--- src/rtl/train_pkg.sv ---
// Shared types and defaults for the siding dispatch controller and its stack.
// Holds the sequencer state encoding and the PUSH/POP command encodings.
package train_pkg;

    localparam int MAX_CARS_DEF = 10;
    localparam int ID_W_DEF     = 4;

    typedef enum logic [1:0] {
        IDLE = 2'd0,
        LOAD = 2'd1,
        RUN  = 2'd2,
        FIN  = 2'd3
    } state_t;

    localparam logic OP_PUSH = 1'b0;
    localparam logic OP_POP  = 1'b1;

endpackage

--- src/rtl/train_dispatch_ctrl_if.sv ---
// Input beat stream, command stream and completion status of the dispatch controller.
// The master drives beats and cmd_ready; the slave is the controller.
interface train_dispatch_ctrl_if #(
    parameter int ID_W = 4
);
    logic            in_valid;
    logic [ID_W-1:0] data;
    logic            cmd_ready;
    logic            cmd_valid;
    logic            cmd_op;
    logic [ID_W-1:0] cmd_car;
    logic            done;
    logic            result;

    modport master (
        output in_valid, data, cmd_ready,
        input  cmd_valid, cmd_op, cmd_car, done, result
    );

    modport slave (
        input  in_valid, data, cmd_ready,
        output cmd_valid, cmd_op, cmd_car, done, result
    );

endinterface

--- src/rtl/train_siding_stack.sv ---
// LIFO model of the siding: DEPTH x W, push/pop update next cycle, top is combinational.
// No backpressure; the controller never pushes when full or pops when empty.
module train_siding_stack
    import train_pkg::*;
#(
    parameter int DEPTH = MAX_CARS_DEF,
    parameter int W     = ID_W_DEF,
    parameter int SP_W  = $clog2(DEPTH + 1)
) (
    input  logic            clk,
    input  logic            rst_n,
    input  logic            clr,
    input  logic            push,
    input  logic            pop,
    input  logic [W-1:0]    push_dat,
    output logic [W-1:0]    top,
    output logic [SP_W-1:0] sp
);

    logic [W-1:0]    mem [DEPTH];
    logic [SP_W-1:0] sp_m1;

    assign sp_m1 = sp - 1'b1;
    assign top   = (sp != '0) ? mem[sp_m1] : '0;

    always_ff @(posedge clk or negedge rst_n) begin
        if (!rst_n) begin
            sp <= '0;
            for (int i = 0; i < DEPTH; i++) begin
                mem[i] <= '0;
            end
        end else if (clr) begin
            sp <= '0;
        end else if (push) begin
            mem[sp] <= push_dat;
            sp      <= sp + 1'b1;
        end else if (pop) begin
            sp <= sp_m1;
        end
    end

endmodule

--- src/rtl/train_dispatch_ctrl.sv ---
// Loads N and a departure order, then emits the PUSH/POP stream that realises it on a stack siding.
// First cmd 2 cycles after last order beat, done 1 cycle after final step; stalls hold all state.
module train_dispatch_ctrl
    import train_pkg::*;
#(
    parameter int MAX_CARS = MAX_CARS_DEF,
    parameter int ID_W     = ID_W_DEF
) (
    input  logic                  clk,
    input  logic                  rst_n,
    train_dispatch_ctrl_if.slave  bus
);

    localparam int              SP_W  = $clog2(MAX_CARS + 1);
    localparam logic [ID_W-1:0] MAX_N = ID_W'(MAX_CARS);

    state_t          state;
    logic [ID_W-1:0] n;
    logic [ID_W-1:0] k;
    logic [ID_W-1:0] idx;
    logic [ID_W-1:0] skip;
    logic [ID_W:0]   next_in;
    logic [ID_W-1:0] order [MAX_CARS];

    logic            cmd_valid_q;
    logic            cmd_op_q;
    logic [ID_W-1:0] cmd_car_q;
    logic            done_q;
    logic            result_q;

    logic [ID_W-1:0] top;
    logic [SP_W-1:0] sp;
    logic [ID_W-1:0] want;
    logic            step;
    logic            all_gone;
    logic            can_pop;
    logic            can_push;
    logic            stk_push;
    logic            stk_pop;
    logic            stk_clr;

    always_comb begin
        want     = (idx < MAX_N) ? order[idx] : '0;
        step     = (state == RUN) && (!cmd_valid_q || bus.cmd_ready);
        all_gone = (idx == n);
        can_pop  = (sp != '0) && (top == want);
        can_push = (next_in <= {1'b0, n});
        stk_pop  = step && !all_gone && can_pop;
        stk_push = step && !all_gone && !can_pop && can_push;
        stk_clr  = (state == IDLE);
    end

    train_siding_stack #(
        .DEPTH (MAX_CARS),
        .W     (ID_W),
        .SP_W  (SP_W)
    ) u_stack (
        .clk      (clk),
        .rst_n    (rst_n),
        .clr      (stk_clr),
        .push     (stk_push),
        .pop      (stk_pop),
        .push_dat (next_in[ID_W-1:0]),
        .top      (top),
        .sp       (sp)
    );

    always_ff @(posedge clk or negedge rst_n) begin
        if (!rst_n) begin
            state       <= IDLE;
            n           <= '0;
            k           <= '0;
            idx         <= '0;
            skip        <= '0;
            next_in     <= '0;
            cmd_valid_q <= 1'b0;
            cmd_op_q    <= OP_PUSH;
            cmd_car_q   <= '0;
            done_q      <= 1'b0;
            result_q    <= 1'b0;
            for (int i = 0; i < MAX_CARS; i++) begin
                order[i] <= '0;
            end
        end else begin
            case (state)
                IDLE: begin
                    k       <= '0;
                    idx     <= '0;
                    next_in <= '0;
                    if (bus.in_valid) begin
                        // Order beats trailing a rejected header are swallowed here.
                        if (skip != '0) begin
                            skip <= skip - 1'b1;
                        end else begin
                            n <= bus.data;
                            if (bus.data == '0 || bus.data > MAX_N) begin
                                skip     <= bus.data;
                                done_q   <= 1'b1;
                                result_q <= 1'b0;
                                state    <= FIN;
                            end else begin
                                state <= LOAD;
                            end
                        end
                    end
                end
                LOAD: begin
                    if (bus.in_valid) begin
                        order[k] <= bus.data;
                        k        <= k + 1'b1;
                        if (k == n - 1'b1) begin
                            next_in <= (ID_W+1)'(1);
                            idx     <= '0;
                            state   <= RUN;
                        end
                    end
                end
                RUN: begin
                    if (step) begin
                        if (all_gone) begin
                            cmd_valid_q <= 1'b0;
                            done_q      <= 1'b1;
                            result_q    <= 1'b1;
                            state       <= FIN;
                        end else if (can_pop) begin
                            cmd_valid_q <= 1'b1;
                            cmd_op_q    <= OP_POP;
                            cmd_car_q   <= top;
                            idx         <= idx + 1'b1;
                        end else if (can_push) begin
                            cmd_valid_q <= 1'b1;
                            cmd_op_q    <= OP_PUSH;
                            cmd_car_q   <= next_in[ID_W-1:0];
                            next_in     <= next_in + 1'b1;
                        end else begin
                            cmd_valid_q <= 1'b0;
                            done_q      <= 1'b1;
                            result_q    <= 1'b0;
                            state       <= FIN;
                        end
                    end
                end
                FIN: begin
                    done_q   <= 1'b0;
                    result_q <= 1'b0;
                    state    <= IDLE;
                    if (bus.in_valid && skip != '0) begin
                        skip <= skip - 1'b1;
                    end
                end
                default: state <= IDLE;
            endcase
        end
    end

    assign bus.cmd_valid = cmd_valid_q;
    assign bus.cmd_op    = cmd_op_q;
    assign bus.cmd_car   = cmd_car_q;
    assign bus.done      = done_q;
    assign bus.result    = result_q;

endmodule

--- src/flat_wrapper.sv ---
// flat-port wrapper written by rule: the top's interface ports become plain ports
module train_dispatch_ctrl_flat import train_pkg::*;
#(
    parameter int MAX_CARS = MAX_CARS_DEF,
    parameter int ID_W     = ID_W_DEF
)
  (clk, rst_n, bus_in_valid, bus_data, bus_cmd_ready, bus_cmd_valid, bus_cmd_op, bus_cmd_car, bus_done, bus_result);
  train_dispatch_ctrl_if #(.ID_W(ID_W)) bus_i ();
  input  logic clk;
  input  logic rst_n;
  input wire logic [$bits(bus_i.in_valid)-1:0] bus_in_valid;
  input wire logic [$bits(bus_i.data)-1:0] bus_data;
  input wire logic [$bits(bus_i.cmd_ready)-1:0] bus_cmd_ready;
  output wire logic [$bits(bus_i.cmd_valid)-1:0] bus_cmd_valid;
  output wire logic [$bits(bus_i.cmd_op)-1:0] bus_cmd_op;
  output wire logic [$bits(bus_i.cmd_car)-1:0] bus_cmd_car;
  output wire logic [$bits(bus_i.done)-1:0] bus_done;
  output wire logic [$bits(bus_i.result)-1:0] bus_result;
  assign bus_i.in_valid = bus_in_valid;
  assign bus_i.data = bus_data;
  assign bus_i.cmd_ready = bus_cmd_ready;
  assign bus_cmd_valid = bus_i.cmd_valid;
  assign bus_cmd_op = bus_i.cmd_op;
  assign bus_cmd_car = bus_i.cmd_car;
  assign bus_done = bus_i.done;
  assign bus_result = bus_i.result;
  train_dispatch_ctrl #(.MAX_CARS(MAX_CARS), .ID_W(ID_W)) u_core (.clk(clk), .rst_n(rst_n), .bus(bus_i));
endmodule
--- config.mk ---
export PLATFORM = sky130hd
export DESIGN_NAME = train_dispatch_ctrl_flat
export DESIGN_NICKNAME = d
export VERILOG_FILES = /design/src/rtl/train_pkg.sv /design/src/rtl/train_dispatch_ctrl_if.sv /design/src/rtl/train_siding_stack.sv /design/src/rtl/train_dispatch_ctrl.sv /design/src/flat_wrapper.sv
export SDC_FILE = /design/constraint.sdc
export NUM_CORES = 1
export LEC_CHECK = 0
export CORE_MARGIN = 3
export CORE_UTILIZATION = 60
export CTS_BUF_LIST = sky130_fd_sc_hd__clkbuf_4
export DETAILED_ROUTE_END_ITERATION = 10
export DONT_BUFFER_PORTS = 1
export PLACE_DENSITY = 0.85
export SETUP_SLACK_MARGIN = 0.3
export SLEW_MARGIN = 20
export SYNTH_ARGS = -nofsm -noshare
export SYNTH_HDL_FRONTEND = slang
export SYNTH_SLANG_ARGS = --single-unit
export TNS_END_PERCENT = 30
--- constraint.sdc ---
create_clock -name clk -period 3.6 [get_ports clk]
set_input_delay 0.54 -clock clk [delete_from_list [all_inputs] [get_ports clk]]
set_output_delay 0.54 -clock clk [all_outputs]
set_load 0.01 [all_outputs]
==> implementation parameters <==
Parameter                              Value

Synthesis
  Area fraction in compound gates after synthesis ... 10.4%
  Dominant synthesized flop cell ... dfrtp_1
  Count of flip-flops with a built-in enable after synthesis ... 0
  Mean post-synth cell area ... 12.4 um^2
  Arithmetic-cell share of the synthesized area counting full adders, half adders and majority gates ... 3.86%
  Warnings, synthesis ... 0
  Total standard cell area after synthesis ... 6810 um^2
  Simple-Gate Fraction of Synth Area ... 13.0%
  Xor/xnor cell area share of the yosys netlist ... 2.00%
  Leading post-synthesis cells by cell area ... dfrtp_1 (42%), mux2_4 (8.8%), mux2_2 (8.4%)
  Leading post-synthesis cells by instance count ... dfrtp_1 (115), mux2_2 (51), mux2_4 (40)
  Area share of the leading cell type in the synthesized netlist ... 42.3%
  Part of the Yosys area used for sequential elements ... 42.3%
  Synth Register Bits ... 115
  Async set-or-reset flop fraction in the synthesized netlist ... 100%
  Most common cell in the synthesized netlist ... dfrtp_1
  Cell taking the most area after synthesis ... dfrtp_1
  Number of different library cells in the post-synthesis netlist ... 78
  Combinational family with the most area after synthesis ... multiplexers
  Multiplexer fraction of the synthesized cell area ... 24.0%
  Net count of the mapped netlist ... 579
  Syn Inst Count ... 550

Clocking
  Level count of the clock H-tree ... 4
  Clock network latency to the later pin of the worst-skew pair ... 0.54 ns
  Clock-pin slew on the worst setup and hold paths ... 0.09 ns
  Clock tree root buffer cell ... clkbuf_4
  Clock tree from TritonCTS ... built
  Number of sinks driven by the clock tree ... 115
  CTS buffer count ... 17
  Clock Tree Buf Depth ... 2

Timing
  Setup Total Neg Slack ... 0 ns
  Number of slew-limit violations in the final report ... 0
  Tightest slew margin relative to the limit ... 50.8%
  Actual slew at the worst max-slew pin ... 0.738 ns
  Maximum clock rate ... 301 MHz
  Unrepaired setup endpoints after global routing ... false
  Min cycle time layout ... 3.32 ns
  Setup violators final ... 0
  Final hold violation count ... 0
  Final worst clock skew ... 0.0177 ns
  Period utilisation layout ... 92.2%

Finish
  Filler cell count in the final layout ... 695
  Share of layout cells above drive strength 1 ... 32.2%
  N_diodes ... 0
  Area overhead of the layout relative to synthesis ... 7.02%
  Final net count ... 593
  Fraction of the core area covered by cells at the end of the flow ... 66.3%

Job
  Reported max-cap violation count ... 0

Setup path
  Critical Path End Type ... flip-flop
  Slowest stage cell, crit path ... dfrtp_1
  Maximum fanout encountered on the critical timing path ... 11
  Kind of cell adding the most delay to the critical path ... compound AO/OA/AOI/OAI gates
  Slowest Stage Delay on Critical Path ... 0.41 ns
  Endpoint arrival time on the critical path ... 3.73 ns
  Endpoint of the lowest-slack register-to-register path ... u_core.u_stack.sp[3]
  Launch point of the worst reg-to-reg path ... u_core.u_stack.sp[1]
  Type of element launching the critical path ... flip-flop
  Type of the worst setup path ... flip-flop to flip-flop
  Worst r2r path cells ... 12
  Reg2reg setup slack ... 0.28 ns
  Ordered list of cells on the worst path ... inv_2 -> ha_4 -> xor2_4 -> buf_4 -> mux4_1 -> o211ai_1 -> o21ai_0 -> o2111a_2 -> a31oi_4 -> buf_12 -> a32o_1 -> mux2_1
  Bufs and invs on worst path ... 3
  CP required ... 4.01 ns

Floorplan
  Die footprint ... 12700 um^2
  Area of the placeable core ... 11000 um^2
  Number of ports placed on the die boundary ... 16
  Starting density of the core ... 62.0%
  Vert. Die Dim ... 113 um
  Floorplan die width ... 113 um
  Site Rows ... 38

Place
  Buffers on Ports ... 0
  DP Wirelength ... 10.2 mm
  RD Place Congestion ... 0.947

Drt
  Total iterations of the first detailed-routing run ... 5
  Iter 0 DRT Violations ... 427
  Met3 routed wirelength ... 1.12 mm
  DRT met1 WL ... 6.40 mm
  Post-detailed-routing wire length ... 15.3 mm
  Vias per std cell ... 6.60
  Count of antenna-violating nets left after detailed routing ... 0
  Number of DRC violations after detailed routing ... 0
  Via count ... 4715
  Highest signal layer in the routed design ... met4
  Routed length on met2 ... 7.29 mm
  Routed length per instance ... 21.4 um

Hold path
  Hold WC Path Type ... input port to flip-flop
  Startpoint of the most critical hold path ... bus_data[0]
  Endpoint, Worst Hold ... u_core.skip[0]
  Number of cells on the worst hold path ... 2

Power
  Standby leakage power ... 0.00338 uW
  Worst IR drop on VDD ... 0.000587 V
  Areal power density over the cells ... 727 nW/um^2

Global routing
  Maximum number of pins on one net before global-route repair ... 116
  All-layer global routing usage ... 24.7%
  Number of antenna violations at the first check in global routing ... 0
  First-pass GRT wire length ... 24.6 mm
  Number of global-route vias before repair ... 4771
  Remaining global-route overflow ... 0

Status
  Result of the run ... finished clean
-- per-layer routing --
metal  track usage (%)  vias up
met5                 0        -
met4              8.65        0
met3              7.12       57
met2              38.1      212
met1              33.6     2377
li1                  -     2069
-- final cells by class --
class / instances / area (um^2) / area share (%)
clock buffer: 20 / 150 / 2.06
clock inverter: 9 / 67.6 / 0.928
inverter: 19 / 73.8 / 1.01
multi-input combinational: 387 / 3720 / 51.1
sequential: 115 / 2880 / 39.5
tap: 140 / 175 / 2.41
timing repair buffer: 24 / 219 / 3.01
-- power breakdown --
part | internal (uW) | total, uW | switching [uW]
clock | 340 | 796 | 455
combinational | 1130 | 2630 | 1500
sequential | 1570 | 1870 | 300
total | 3040 | 5290 | 2250
-- worst register-to-register path: stages, from the launching register on --
cell and delay, ns:
dfrtp_1 0.41, inv_2 0.15, ha_4 0.21, xor2_4 0.27, buf_4 0.18, mux4_1 0.33, o211ai_1 0.31, o21ai_0 0.24
o2111a_2 0.26, a31oi_4 0.18, buf_12 0.20, a32o_1 0.16, mux2_1 0.32
-- layout by cell type, fill, tap and decap left out, drive strengths merged, types with 10 or more instances in the layout --
master,netlist,layout
ha,21,21
nand3,25,25
clkbuf,13,20
mux4,14,14
buf,15,23
dfrtp,115,115
inv,18,18
o21ai,16,16
nor2,24,24
nor3,10,10
mux2,97,97
a21oi,19,19
nand2,36,36
-- flip-flops by register name (all words and copies together) (netlist names) --
name                  cells
u_core.bus.cmd_car        4
u_core.bus.cmd_op         1
u_core.bus.cmd_valid      1
u_core.bus.done           1
u_core.bus.result         1
u_core.idx                4
u_core.k                  4
u_core.n                  4
u_core.next_in            5
u_core.order             40
u_core.skip               4
u_core.state              2
u_core.u_stack.mem       40
u_core.u_stack.sp         4
-- logic make-up after synthesis --
kind of cell	Yosys count
adders and majority gates	21
muxes	117
AOI/OAI and AO/OA	95
buffers and inverters	48
DFF	115
xor gates and xnor gates	13
and+or+nand+nor	141
-- what timing repair did --
item | 4_1_cts | 5_1_grt
endpoints found under the hold margin | 115 | 0
resized for setup | 5 | 10
setup endpoints to repair | 42 | 56
hold buffers | 2 | 0
gates cloned | 0 | 0
setup buffers | 0 | 9
pin swaps | 0 | 4
-- stage by stage --
stage,hold slack (ns),setup slack [ns],total power [uW],cells,cell area [um^2]
after floorplan,0.244,0.322,3740,550,6830
after global placement,0.251,0.334,4100,674,6870
after detailed placement,0.251,0.271,4220,674,6870
after CTS,0.116,0.325,5070,705,7150
after global routing,0.105,0.171,5620,714,7280
final,0.139,0.281,5290,714,7280
-- worst max-delay path by stage --
stage	from	end	slack, ns	depth (start not counted)
2_1_floorplan	u_core.u_stack.sp[0]	u_core.u_stack.mem[32]	0.32	14
3_3_place_gp	u_core.u_stack.sp[2]	u_core.u_stack.sp[3]	0.33	9
3_5_place_dp	u_core.u_stack.sp[2]	u_core.u_stack.sp[0]	0.27	8
4_1_cts	u_core.u_stack.sp[1]	u_core.idx[3]	0.33	10
5_1_grt	u_core.u_stack.sp[1]	u_core.u_stack.sp[3]	0.17	12
6_report	u_core.u_stack.sp[1]	u_core.u_stack.sp[3]	0.28	12
Power figures use the tool's default switching activity.
